--- src/rtl/alu_test_sequencer_if.sv ---
// ALU operand/start/done bundle between the test sequencer and the ALU.
// master drives A/B/op/alu_start; slave returns alu_done/alu_result.
interface alu_test_sequencer_if;
  logic [31:0] A;
  logic [31:0] B;
  logic [4:0]  op;
  logic        alu_start;
  logic        alu_done;
  logic [31:0] alu_result;

  modport master (
    output A,
    output B,
    output op,
    output alu_start,
    input  alu_done,
    input  alu_result
  );

  modport slave (
    input  A,
    input  B,
    input  op,
    input  alu_start,
    output alu_done,
    output alu_result
  );
endinterface

--- src/rtl/alu_test_sequencer.sv ---
// Steps an 8-entry operand/opcode table into a multicycle ALU on a button
// press or auto-tick; ports: clk, rst, forward, auto_mode, alu bundle,
// result, result_valid, vec_index, busy, timeout_err.
module alu_test_sequencer #(
  parameter int TIMEOUT_CYCLES = 64,
  parameter int AUTO_DELAY     = 16
) (
  input  logic                 clk,
  input  logic                 rst,
  input  logic                 forward,
  input  logic                 auto_mode,
  alu_test_sequencer_if.master alu,
  output logic [31:0]          result,
  output logic                 result_valid,
  output logic [2:0]           vec_index,
  output logic                 busy,
  output logic                 timeout_err
);

  localparam int TW = $clog2(TIMEOUT_CYCLES + 1);
  localparam int AW = $clog2(AUTO_DELAY + 1);
  localparam logic [TW-1:0] TLAST = TW'(TIMEOUT_CYCLES - 1);
  localparam logic [AW-1:0] ALAST = AW'(AUTO_DELAY - 1);

  typedef enum logic [2:0] {
    S_IDLE,
    S_LOAD,
    S_ISSUE,
    S_WAIT,
    S_CAPTURE
  } state_t;

  state_t state;
  state_t state_nx;

  logic          s1;
  logic          s2;
  logic          s3;
  logic          fwd_pulse;
  logic [AW-1:0] acnt;
  logic [TW-1:0] tcnt;
  logic          trig;
  logic          tmo;

  function automatic logic [68:0] tbl(input logic [2:0] i);
    logic [68:0] v;
    unique case (i)
      3'd0: v = {32'd5,  32'd20, 5'd1};
      3'd1: v = {32'd10, 32'd2,  5'd2};
      3'd2: v = {32'd15, 32'd11, 5'd3};
      3'd3: v = {32'd55, 32'd20, 5'd4};
      3'd4: v = {32'd6,  32'd22, 5'd5};
      3'd5: v = {32'd8,  32'd1,  5'd6};
      3'd6: v = {32'd0,  32'd12, 5'd7};
      3'd7: v = {32'd14, 32'd98, 5'd8};
      default: v = '0;
    endcase
    return v;
  endfunction

  // s1..s3 reset high so a button held through reset never edges
  assign fwd_pulse = s2 & ~s3;
  assign trig = fwd_pulse | (auto_mode & (acnt == ALAST));
  assign tmo = (state == S_WAIT) & (tcnt == TLAST);

  always_comb begin
    state_nx = state;
    alu.alu_start = 1'b0;
    result_valid = 1'b0;
    busy = 1'b1;
    unique case (state)
      S_IDLE: begin
        busy = 1'b0;
        if (trig) state_nx = S_LOAD;
      end
      S_LOAD: state_nx = S_ISSUE;
      S_ISSUE: begin
        alu.alu_start = 1'b1;
        state_nx = S_WAIT;
      end
      S_WAIT: begin
        if (alu.alu_done || tmo) state_nx = S_CAPTURE;
      end
      S_CAPTURE: begin
        result_valid = 1'b1;
        state_nx = S_IDLE;
      end
      default: state_nx = S_IDLE;
    endcase
  end

  always_ff @(posedge clk) begin
    if (rst) begin
      state       <= S_IDLE;
      s1          <= 1'b1;
      s2          <= 1'b1;
      s3          <= 1'b1;
      acnt        <= '0;
      tcnt        <= '0;
      alu.A       <= '0;
      alu.B       <= '0;
      alu.op      <= '0;
      result      <= '0;
      vec_index   <= '0;
      timeout_err <= 1'b0;
    end else begin
      state <= state_nx;
      s1 <= forward;
      s2 <= s1;
      s3 <= s2;
      if (state == S_IDLE && auto_mode && !trig)
        acnt <= acnt + AW'(1);
      else
        acnt <= '0;
      if (state == S_WAIT)
        tcnt <= tcnt + TW'(1);
      else
        tcnt <= '0;
      if (state == S_LOAD) begin
        {alu.A, alu.B, alu.op} <= tbl(vec_index);
        timeout_err <= 1'b0;
      end
      // done has priority over a simultaneous timeout
      if (state == S_WAIT) begin
        if (alu.alu_done) begin
          result <= alu.alu_result;
        end else if (tmo) begin
          result <= 32'hFFFF_FFFF;
          timeout_err <= 1'b1;
        end
      end
      if (state == S_CAPTURE)
        vec_index <= vec_index + 3'd1;
    end
  end

endmodule
--- src/flat_wrapper.sv ---
// flat-port wrapper written by rule: the top's interface ports become plain ports
module alu_test_sequencer_flat 
#(
  parameter int TIMEOUT_CYCLES = 64,
  parameter int AUTO_DELAY     = 16
)
  (clk, rst, forward, auto_mode, result, result_valid, vec_index, busy, timeout_err, alu_A, alu_B, alu_op, alu_alu_start, alu_alu_done, alu_alu_result);
  alu_test_sequencer_if alu_i ();
  input  logic clk;
  input  logic rst;
  input  logic forward;
  input  logic auto_mode;
  output logic [31:0] result;
  output logic result_valid;
  output logic [2:0] vec_index;
  output logic busy;
  output logic timeout_err;
  output wire logic [$bits(alu_i.A)-1:0] alu_A;
  output wire logic [$bits(alu_i.B)-1:0] alu_B;
  output wire logic [$bits(alu_i.op)-1:0] alu_op;
  output wire logic [$bits(alu_i.alu_start)-1:0] alu_alu_start;
  input wire logic [$bits(alu_i.alu_done)-1:0] alu_alu_done;
  input wire logic [$bits(alu_i.alu_result)-1:0] alu_alu_result;
  assign alu_A = alu_i.A;
  assign alu_B = alu_i.B;
  assign alu_op = alu_i.op;
  assign alu_alu_start = alu_i.alu_start;
  assign alu_i.alu_done = alu_alu_done;
  assign alu_i.alu_result = alu_alu_result;
  alu_test_sequencer #(.TIMEOUT_CYCLES(TIMEOUT_CYCLES), .AUTO_DELAY(AUTO_DELAY)) u_core (.clk(clk), .rst(rst), .forward(forward), .auto_mode(auto_mode), .alu(alu_i), .result(result), .result_valid(result_valid), .vec_index(vec_index), .busy(busy), .timeout_err(timeout_err));
endmodule
--- config.mk ---
export PLATFORM = sky130hd
export DESIGN_NAME = alu_test_sequencer_flat
export DESIGN_NICKNAME = d
export VERILOG_FILES = /design/src/rtl/alu_test_sequencer_if.sv /design/src/rtl/alu_test_sequencer.sv /design/src/flat_wrapper.sv
export SDC_FILE = /design/constraint.sdc
export NUM_CORES = 1
export LEC_CHECK = 0
export BUFFER_PORTS_ARGS = -buffer_cell sky130_fd_sc_hd__buf_4
export CELL_PAD_IN_SITES_DETAIL_PLACEMENT = 0
export CELL_PAD_IN_SITES_GLOBAL_PLACEMENT = 1
export CORE_MARGIN = 2
export CORE_UTILIZATION = 36
export DETAILED_ROUTE_END_ITERATION = 6
export PLACE_DENSITY_LB_ADDON = 0.08
export SETUP_SLACK_MARGIN = 0.05
export SLEW_MARGIN = 20
export SYNTH_ARGS = -nofsm -noshare
export SYNTH_HDL_FRONTEND = slang
export SYNTH_SLANG_ARGS = --single-unit
--- constraint.sdc ---
create_clock -name clk -period 3.3 [get_ports clk]
set_input_delay 0.99 -clock clk [delete_from_list [all_inputs] [get_ports clk]]
set_output_delay 0.99 -clock clk [all_outputs]
set_load 0.1 [all_outputs]
=== Word level (Yosys, flattened, before mapping) ===
Memory sizes are Yosys's and may differ from the RTL's. A register that Yosys moved wholly into a read port is not among the register bits.
Index checks and enable logic that the tools add are counted.

* Bits in registers: 123
* Memory bits (read-only): 136
* Bits of input ports: 37
* Output and inout port bits: 108
* Logic and storage cells: 53
* Memories: 1

* $add $sub $neg: 3
* Equal/unequal tests: 8
* Mux-type cells: 12
* Bitwise operators: 7
* Reduce and logical (&&, ||, !) cells: 10

{| class="wikitable"
|+ Memories
! memory !! words !! width !! rd ports !! clocked after Yosys merged registers in !! wr ports !! RTL line !! RTL
|-
| (no name shown) || 8 || 17 || 1 || 1 || 0 || alu_test_sequencer.sv:47 || <nowiki>unique case (i)</nowiki>
|}

{| class="wikitable"
|+ Operators with widths
! operator !! count
|-
| $mux W32 || 2
|-
| $pmux W3 S4 || 1
|-
| $add A7 B1 Y7 const B || 1
|-
| $eq A7 B6 Y1 const B || 1
|-
| $mux W1 || 7
|-
| $eq A3 B2 Y1 const B || 2
|-
| $mux W3 || 2
|-
| $add A5 B1 Y5 const B || 1
|-
| $eq A5 B4 Y1 const B || 1
|-
| $ne A2 B1 Y1 const B || 2
|-
| $reduce_and A2 Y1 || 2
|-
| $reduce_or A2 Y1 || 2
|-
| $add A3 B1 Y3 const B || 1
|-
| $and A1 B1 Y1 || 3
|-
| $eq A3 B1 Y1 const B || 1
|-
| $eq A3 B3 Y1 const B || 1
|-
| $logic_not A3 Y1 || 1
|-
| $not A1 Y1 || 3
|-
| $logic_and A1 B1 Y1 || 2
|-
| $reduce_bool A2 Y1 || 1
|-
| $logic_not A1 Y1 || 1
|-
| $logic_or A1 B1 Y1 || 1
|-
| $or A1 B1 Y1 || 1
|}

=== Depth between registers and ports, before layout ===
Gate-level depths: netlist of the first run.

* Depth after elaboration: 7
* Gate-level depth with buffers: 6
* Mapped depth without buffers: 6

=== Worst setup path before layout of the first run ===
OpenSTA, ideal clock, no wires.

* Path kind: reg-to-output
* From: register u_core.state[1]
* To: output alu_alu_start
* Data arrival time: 2.696 ns
* Data required time: 2.310 ns
* Setup slack: -0.386 ns
* Cell stages (with the launch flop): 3
* Path buffers: 1
* Cells stage by stage: dfxtp_1 -> buf_2 -> nor3b_1

* Cells in the longest elaborated chain, start to end: 2

{| class="wikitable"
|+ Ends and longest elaborated chain
! item !! RTL line !! RTL
|-
| from (decl) || alu_test_sequencer.sv:33 || <nowiki>state_t state;</nowiki>
|-
| from (signal assigned) || alu_test_sequencer.sv:107 || <nowiki>state <= state_nx;</nowiki>
|-
| $eq A3 B2 Y1 || alu_test_sequencer.sv:71 || <nowiki>unique case (state)</nowiki>
|-
| $mux W1 || alu_test_sequencer.sv:71 ||
|-
| to (decl) || flat_wrapper.sv:21 || <nowiki>output wire logic [$bits(alu_i.alu_start)-1:0] alu_alu_start;</nowiki>
|}

No other way between the ends.

=== Worst setup path in the final report of the first run ===
* From: register u_core.state[2]
* To: output result_valid

* Cells in the longest elaborated chain, start to end: 2

{| class="wikitable"
|+ Ends and longest elaborated chain
! item !! RTL line !! RTL
|-
| $eq A3 B3 Y1 || alu_test_sequencer.sv:71 ||
|-
| $mux W1 || alu_test_sequencer.sv:71 ||
|-
| to (decl) || flat_wrapper.sv:14 || <nowiki>output logic result_valid;</nowiki>
|}

No other way between the ends.

==> summary.txt, run 1 <==
Status: finished clean
Crit path time final: 2.60 ns
DP Area: 3780 µm²
Static power due to leakage: 1.65 nW
RSZ-0062 raised after global routing: no
Crit path DAT: 1.61 ns
Syn avg cell area: 8.73 µm²
Slew margin rel.: 34.4%
All-Layer GR Usage: 14.1%
WL final: 7020 µm
Gate Count Post-Synth: 370
Ant. Diodes: 0
CP Capture Type: primary output
Worst-case clock buffer depth: 2
Synth area leaders: dfxtp_1, buf_4, o221ai_1
Row cnt: 34
Initial Util: 37.0%
Distinct cell type count after synthesis: 32
DP Wirelength: 4720 µm
Clock root cell: clkbuf_8
CP max FO: 9
Area leader, netlist: dfxtp_1
VDD IR max: 0.000299 V
Initial DRC count: 107
Crit Path Class: reg2out
Nets: 500
H-tree depth: 3
Max-slew violation count: 0
Post-CTS Hold Buffers: 0
Hold crit path type: reg2reg
TritonCTS clock tree: done
Worst Path Required: 2.31 ns
Total power after layout: 2.08 mW
Fillcell total: 884
Design area: 3950 µm²
Power density over the cells: 527 nW/µm²
Post-CTS Resized: 0
Die area: 9750 µm²
Final setup viols: 0
Initial antenna violation count: 0
Met1 wire length: 3250 µm
IO buf count: 92
Top sig layer: met4
DIE WIDTH: 98.7 µm
Clk sinks: 68
WL met2: 3180 µm
Total number of vias: 2563
Core ar.: 8720 µm²
Worst-path clk slew: 0.07 ns
Fin crit share: 78.9%
Warnings, synthesis: 0
Routed Antenna Nets: 0
Fraction of layout cells with a size suffix above 1: 25.8%
Cell Area, Synth: 3230 µm²
CP Launch Type: flip-flop
Fmax: 384 MHz
Total CTS buffers: 9
Sequential share of the synthesized area: 42.1%
Pin count of the biggest net entering global routing: 36
DR WL/cell: 12.4 µm
Post-Route Setup TNS: 0 ns
R2R setup slack: 1.48 ns
Vias/cell: 4.54
Placer congestion estimate: 0.704
Post-synth top area share: 42.1%
Register bit total from synthesis: 68
Postcts setup bufs: 0
Worst-margin pin slew: 0.979 ns
Routed wl met3: 518 µm
Overflow after GRT: 0
Clock latency on the worst-skew pair: 0.34 ns
Drt first pass iters: 4
# DRC: 0
Layout area overhead: 22.2%
Vias in the first global route: 2231
First-pass GRT wire length: 11000 µm
Die H: 98.7 µm
Io pins: 145
Worst Clk Skew: 0.0106 ns
Max Cap Violations: 0
Final Hold Viols: 0
==> cells in the final DEF (no fill, tap or decap), types with 3 or more instances in the layout <==
cell      count
a211oi_1      6
a21oi_1      45
and3_1        3
buf_4        97
clkbuf_8     10
conb_1       52
dfxtp_1      68
ha_1         11
inv_1        38
mux2i_1       4
nand2_1      20
nand2b_1      4
nand3_1       8
nand4b_1      3
nor2_1       20
nor3_1        3
nor3b_2       3
o21ai_0       3
o221ai_1     32
or2_2         3
xnor2_1       4
xor2_1        3
==> layer usage <==
layer | track usage [%] | vias to the layer above
li1 | - | 1313
met1 | 17.8 | 1162
met2 | 22.2 | 82
met3 | 5.96 | 6
met4 | 3.79 | 0
met5 | 0 | -
==> stage by stage <==
step | hold WS [ns] | util [%] | std cells | setup slack [ns]
3_3_place_gp | 0.392 | 43.3 | 549 | 1.08
5_1_grt | 0.438 | 45.3 | 565 | 0.523
4_1_cts | 0.414 | 45.3 | 565 | 0.650
3_5_place_dp | 0.396 | 43.3 | 549 | 1.02
6_report | 0.410 | 45.3 | 565 | 0.695
2_1_floorplan | 0.389 | - | 421 | 0.476
==> Yosys cell counts (all sizes together) <==
master  number
a211oi       6
a21oi       46
and3         3
and3b        1
and4         1
buf         67
clkbuf      10
clkinv       1
conb         1
dfxtp       68
ha          11
inv         38
mux2i        4
nand2       20
nand2b       4
nand3        8
nand4b       3
nor2        20
nor2b        2
nor3         3
nor3b        4
o21a         1
o21ai        3
o221ai      32
or2          3
or3          2
or3b         1
xnor2        4
xor2         3
==> sequential cells by signal (all words and copies together) (netlist names) <==
register	cells
u_core.result	32
u_core.tcnt	7
u_core.alu.B	6
u_core.acnt	5
u_core.alu.A	5
u_core.alu.op	3
u_core.state	3
u_core.vec_index	3
u_core.s1	1
u_core.s2	1
u_core.s3	1
u_core.timeout_err	1
==> cell type report <==
cell class | count | area, µm² | share of cell area [%]
multi-input cells | 237 | 1410 | 35.6
well taps | 108 | 135 | 3.42
inverters | 39 | 146 | 3.71
repair buffers | 97 | 728 | 18.4
flip-flops and latches | 68 | 1360 | 34.5
clock inverters | 4 | 25.0 | 0.634
clock buffers | 12 | 145 | 3.68
==> where the power goes <==
group	total, mW	switching (mW)	internal [mW]
clock network	0.594	0.303	0.291
logic	0.616	0.522	0.0942
registers	0.872	0.0239	0.848
total	2.08	0.849	1.23
==> kinds of logic after synthesis <==
group / count (synthesis) / synth area share, %
buffers and inverters: 116 / 20.4
muxes: 4 / 1.24
and+or+nand+nor: 75 / 11.9
xor gates and xnor gates: 7 / 1.90
AOI/OAI and AO/OA: 88 / 18.0
other: 1 / 0.116
adders and majority gates: 11 / 4.26
DFF: 68 / 42.1
==> worst max-delay path: stages, from the launching register on <==
cell and delay [ns]:
dfxtp_1 0.48, nor3b_2 0.43, buf_4 0.37
==> worst paths after layout <==
check	from	to	cells after the start
worst max-delay path	u_core.state[2]	result_valid	2
worst min-delay path	u_core.s1	u_core.s2	1
worst max register to register	u_core.state[0]	u_core.alu.B[0]	3
worst min register to register	u_core.s1	u_core.s2	1
Note: power is estimated with default switching activity, not from simulation.
==> run 2: changes to the inputs <==
--- a/config.mk
+++ b/config.mk
@@ -9,7 +9,7 @@
 export CELL_PAD_IN_SITES_DETAIL_PLACEMENT = 0
 export CELL_PAD_IN_SITES_GLOBAL_PLACEMENT = 1
 export CORE_MARGIN = 2
-export CORE_UTILIZATION = 36
+export CORE_UTILIZATION = 34
 export DETAILED_ROUTE_END_ITERATION = 6
 export PLACE_DENSITY_LB_ADDON = 0.08
 export SETUP_SLACK_MARGIN = 0.05
==> constraint.sdc (replaced) <==
create_clock -name clk -period 2.6 [get_ports clk]
set_input_delay 0.78 -clock clk [delete_from_list [all_inputs] [get_ports clk]]
set_output_delay 0.78 -clock clk [all_outputs]
set_load 0.1 [all_outputs]
==> summary.txt, run 2 (same netlist as run 1, synthesis figures left out) <==
Status: finished clean
Worst-path clk slew: 0.07 ns (about the same)
Bufs and invs on worst path: 1 (unchanged)
Static power due to leakage: 1.66 nW (+0.56%)
Max-slew violation count: 0 (unchanged)
Vias/cell: 4.38 (-3.4%)
Core ar.: 9240 µm² (+6.0%)
Ant. Diodes: 0 (unchanged)
Most common cell after layout, fill and taps aside: buf_4
Clock root cell: clkbuf_8
DP Area: 3810 µm² (+0.86%)
Worst Clk Skew: 0.00690 ns (-0.00373 ns)
Worst path max stage delay: 0.49 ns (about the same)
CP cell instances: nor3b_4 -> buf_4
WL final: 7080 µm (+0.83%)
Io pins: 145 (unchanged)
Worst-case clock buffer depth: 2 (unchanged)
Clk sinks: 68 (unchanged)
Fillcell total: 923 (+4.4%)
TritonCTS clock tree: done
Fraction of layout cells with a size suffix above 1: 25.8% (unchanged)
Worst Hold Launch: u_core.s1
Post-CTS Resized: 0 (unchanged)
Crit Path Class: reg2out
Overflow after GRT: 0 (unchanged)
Post-Route Setup TNS: 0 ns (unchanged)
Largest register FFs: 32 (unchanged)
Reg2reg start: u_core.state[0]
Placed Instances: 570 (+3.8%)
FF-to-FF End: u_core.result[11]
Design area: 3990 µm² (+1.2%)
H-tree depth: 3 (unchanged)
CP Launch Type: flip-flop
Routed wl met3: 431 µm (-17%)
Fmax: 430 MHz
Total number of vias: 2568 (+0.20%)
Initial DRC count: 98 (-8.4%)
Final Hold Viols: 0 (unchanged)
DIE WIDTH: 101 µm (+2.8%)
Top reg by flops: u_core.result
# DRC: 0 (unchanged)
Row cnt: 35 (+2.9%)
Initial Util: 35.0% (-2.1 points)
Power density over the cells: 685 nW/µm² (+30%)
Final Non-Filler Cells: 586 (+3.7%)
Final WS setup: 0.273 ns (-0.422 ns)
Total CTS buffers: 9 (unchanged)
VDD IR max: 0.000211 V (-29%)
IO buf count: 92 (unchanged)
Die area: 10300 µm² (+5.6%)
Fin crit share: 89.5%
Pin count of the biggest net entering global routing: 35 (-2.8%)
Final setup viols: 0 (unchanged)
Crit. path cell count: 2 (unchanged)
First-pass GRT wire length: 10800 µm (-1.6%)
Post-CTS Hold Buffers: 0 (unchanged)
WL met2: 3160 µm (-0.63%)
Layout area overhead: 23.6%
All-Layer GR Usage: 13.4% (-0.68 points)
Final core utilization: 43.2% (-2.0 points)
Drt first pass iters: 4 (unchanged)
Worst reg2reg path depth: 4 (+1)
Clock latency on the worst-skew pair: 0.35 ns (about the same)
Min-Delay Endpoint: u_core.s2
Hold depth: 1 (unchanged)
R2R setup slack: 0.79 ns (-0.69 ns)
Placer congestion estimate: 0.717 (+1.8%)
DP Wirelength: 4860 µm (+3.1%)
Critical path's slowest cell: dfxtp_1
CP max FO: 9 (unchanged)
Met1 wire length: 3370 µm (+3.7%)
Top sig layer: met4
Routed Antenna Nets: 0 (unchanged)
CP top delay family: flip-flops
RSZ-0062 raised after global routing: no
Regs by FF count: u_core.result: 32 flops, u_core.tcnt: 7 flops, u_core.alu.B: 6 flops
Nets: 500 (unchanged)
CP Capture Type: primary output
Vias in the first global route: 2253 (+0.99%)
Postcts setup bufs: 0 (unchanged)
DR WL/cell: 12.1 µm (-2.8%)
Hold crit path type: reg2reg
Initial antenna violation count: 0 (unchanged)
Die H: 101 µm (+2.8%)
Place WS: 0.592 ns (-0.431 ns)
Most frequent cells in the layout: buf_4, dfxtp_1, conb_1, a21oi_1, inv_1
Max Cap Violations: 0 (unchanged)
Crit path time final: 2.33 ns
Crit path DAT: 1.55 ns (-0.06 ns)
Worst Path Required: 1.82 ns (-0.49 ns)
[run 2: metrics by stage]
step / power (mW) / hold WS, ns
floorplan: 1.86 / 0.389
detailed placement: 1.92 / 0.402
CTS: 2.75 / 0.420
global placement: 1.92 / 0.396
global route: 2.84 / 0.448
finish: 2.73 / 0.415
[run 2: worst max path at each step]
stage                          startpoint           endpoint  slack [ns]
after floorplan           u_core.state[1]      alu_alu_start        0.11
after global placement                rst  u_core.result[27]        0.61
after detailed placement              rst  u_core.result[24]        0.59
after CTS                 u_core.state[2]       result_valid        0.26
after global routing      u_core.state[2]       result_valid        0.18
final                     u_core.state[2]       result_valid        0.27
[run 2: final cells by class]
type,count,area [µm²],area share [%]
sequential,68,1360,34.1
inverter,39,146,3.67
multi-input combinational,237,1410,35.4
tap,129,161,4.04
clock buffer,11,131,3.29
timing repair buffer,97,728,18.2
clock inverter,5,52.6,1.32
[run 2: worst register-to-register path, cell delays in order, from the launching register on]
cell and delay [ns]:
dfxtp_1 0.56, and3b_1 0.51, buf_4 0.38, o221ai_1 0.17, a21oi_1 0.14
[run 2: metal layers]
metal  vias up  global-route usage [%]
met5         -                       0
met4         0                    5.72
met3        11                    4.14
met2        84                    20.8
met1      1161                    17.2
li1       1312                       -
[run 2: where the power goes]
| group | switching (mW) | leakage (nW) | internal (mW) |
|---|---|---|---|
| Combinational | 0.662 | 1.02 | 0.121 |
| Clock | 0.404 | 0.0931 | 0.439 |
| Sequential | 0.0316 | 0.550 | 1.08 |
| Total | 1.10 | 1.66 | 1.64 |
==> run 3: changes to the inputs <==
--- a/config.mk
+++ b/config.mk
@@ -8,6 +8,7 @@
 export BUFFER_PORTS_ARGS = -buffer_cell sky130_fd_sc_hd__buf_4
 export CELL_PAD_IN_SITES_DETAIL_PLACEMENT = 0
 export CELL_PAD_IN_SITES_GLOBAL_PLACEMENT = 1
+export CORE_ASPECT_RATIO = 2
 export CORE_MARGIN = 2
 export CORE_UTILIZATION = 34
 export DETAILED_ROUTE_END_ITERATION = 6
==> summary.txt, run 3 (same netlist as run 1, synthesis figures left out) <==
Worst-path clk slew: 0.05 ns (-0.02 ns)
Worst path max stage delay: 0.50 ns (about the same)
Nets: 500 (unchanged)
Top reg by flops: u_core.result
Max Cap Violations: 0 (unchanged)
Place WS: 0.631 ns (+0.0385 ns)
CP Launch Type: flip-flop
Worst-margin pin slew: 0.515 ns
Layout area overhead: 25.9%
CP max FO: 9 (unchanged)
Vias/cell: 4.65 (+6.1%)
Total number of vias: 2603 (+1.4%)
Die area: 10300 µm² (+0.46%)
Initial DRC count: 108 (+10%)
Drt first pass iters: 4 (unchanged)
Final WS setup: 0.279 ns (+0.00632 ns)
Max-slew violation count: 0 (unchanged)
Postcts setup bufs: 0 (unchanged)
All-Layer GR Usage: 15.0% (+1.6 points)
GRT Max-Usage Layer: met2
Most frequent cells in the layout: buf_4, dfxtp_1, conb_1, a21oi_1, inv_1
CP top delay family: flip-flops
CP Capture Type: primary output
Clock root cell: clkbuf_16
Io pins: 145 (unchanged)
Bufs and invs on worst path: 1 (unchanged)
H-tree depth: 3 (unchanged)
Crit path DAT: 1.54 ns (about the same)
Ant. Diodes: 0 (unchanged)
Clk sinks: 68 (unchanged)
Fin crit share: 89.3% (-0.24 points)
Fmax: 431 MHz (+0.27%)
Post-CTS Hold Buffers: 0 (unchanged)
Worst-case clock buffer depth: 2 (unchanged)
Met1 Resource Use GR: 16.2% (-1.0 points)
Clock latency on the worst-skew pair: 0.32 ns (-0.03 ns)
Critical path's slowest cell: dfxtp_1
Largest register FFs: 32 (unchanged)
Worst Path Required: 1.82 ns (about the same)
Crit Path Class: reg2out
Fraction of layout cells with a size suffix above 1: 25.9% (+0.057 points)
# DRC: 0 (unchanged)
Most common cell after layout, fill and taps aside: buf_4
GR Layer Usage met3: 4.33% (+0.19 points)
Placer congestion estimate: 0.705 (-1.6%)
Worst Clk Skew: 0.00485 ns (-0.00205 ns)
Final Hold Viols: 0 (unchanged)
Placed Instances: 545 (-4.4%)
Power density over the cells: 751 nW/µm² (+9.7%)
Die H: 142 µm (+40%)
CP cell instances: nor3b_4 -> buf_4
Total power after layout: 3.05 mW (+12%)
Core ar.: 9320 µm² (+0.88%)
IO buf count: 92 (unchanged)
Routed Antenna Nets: 0 (unchanged)
Slew margin rel.: 65.6%
WL final: 7580 µm (+7.0%)
Met2 usage: 26.7% (+5.9 points)
Status: finished clean
DIE WIDTH: 72.9 µm (-28%)
DR WL/cell: 13.5 µm (+12%)
Final setup viols: 0 (unchanged)
RSZ-0062 raised after global routing: no
DP Wirelength: 5370 µm (+10%)
Overflow after GRT: 0 (unchanged)
Post-Route Setup TNS: 0 ns (unchanged)
Pin count of the biggest net entering global routing: 36 (+2.9%)
TritonCTS clock tree: done
Initial Util: 34.7% (-0.31 points)
Static power due to leakage: 1.71 nW (+3.1%)
Initial antenna violation count: 0 (unchanged)
Crit path time final: 2.32 ns (-0.00632 ns)
Vias in the first global route: 2437 (+8.2%)
Total CTS buffers: 9 (unchanged)
Post-CTS Resized: 0 (unchanged)
Regs by FF count: u_core.result: 32 flops, u_core.tcnt: 7 flops, u_core.alu.B: 6 flops
Hold crit path type: reg2reg
Final Non-Filler Cells: 560 (-4.4%)
Row cnt: 50 (+43%)
VDD IR max: 0.000354 V (+68%)
First-pass GRT wire length: 12000 µm (+11%)
## run 3: power by group
part / internal, mW / leakage (nW) / switching [mW]
clock network: 0.743 / 0.145 / 0.417
registers: 1.08 / 0.550 / 0.0316
logic: 0.121 / 1.02 / 0.663
## run 3: worst paths after layout
| kind | from | end | slack [ns] | depth (start not counted) |
|---|---|---|---|---|
| setup reg to reg | u_core.state[0] | u_core.alu.A[0] | 0.82 | 3 |
| setup / recovery | u_core.state[2] | result_valid | 0.28 | 2 |
| hold / removal | u_core.s1 | u_core.s2 | 0.41 | 1 |
| hold reg to reg | u_core.s1 | u_core.s2 | 0.41 | 1 |
## run 3: through the flow
step / area [µm²] / utilization, % / hold slack [ns]
final: 4070 / 43.6 / 0.410
after CTS: 4070 / 43.6 / 0.414
after detailed placement: 3780 / 40.5 / 0.398
after global placement: 3780 / 40.5 / 0.396
after floorplan: 3430 / - / 0.389
after global routing: 4070 / 43.6 / 0.431
## run 3: metal layers
layer / up-vias / wire [µm]
met1: 1196 / 2880
met3: 7 / 407
met4: 0 / 123
li1: 1313 / -
met2: 87 / 4170
met5: - / 0
## run 3: cell type report
cell class,instances,area (µm²)
fillers,993,5250
multi-input cells,237,1410
flip-flops and latches,68,1360
repair buffers,97,728
clock buffers,14,284
inverters,39,146
well taps,104,130
clock inverters,1,5.00
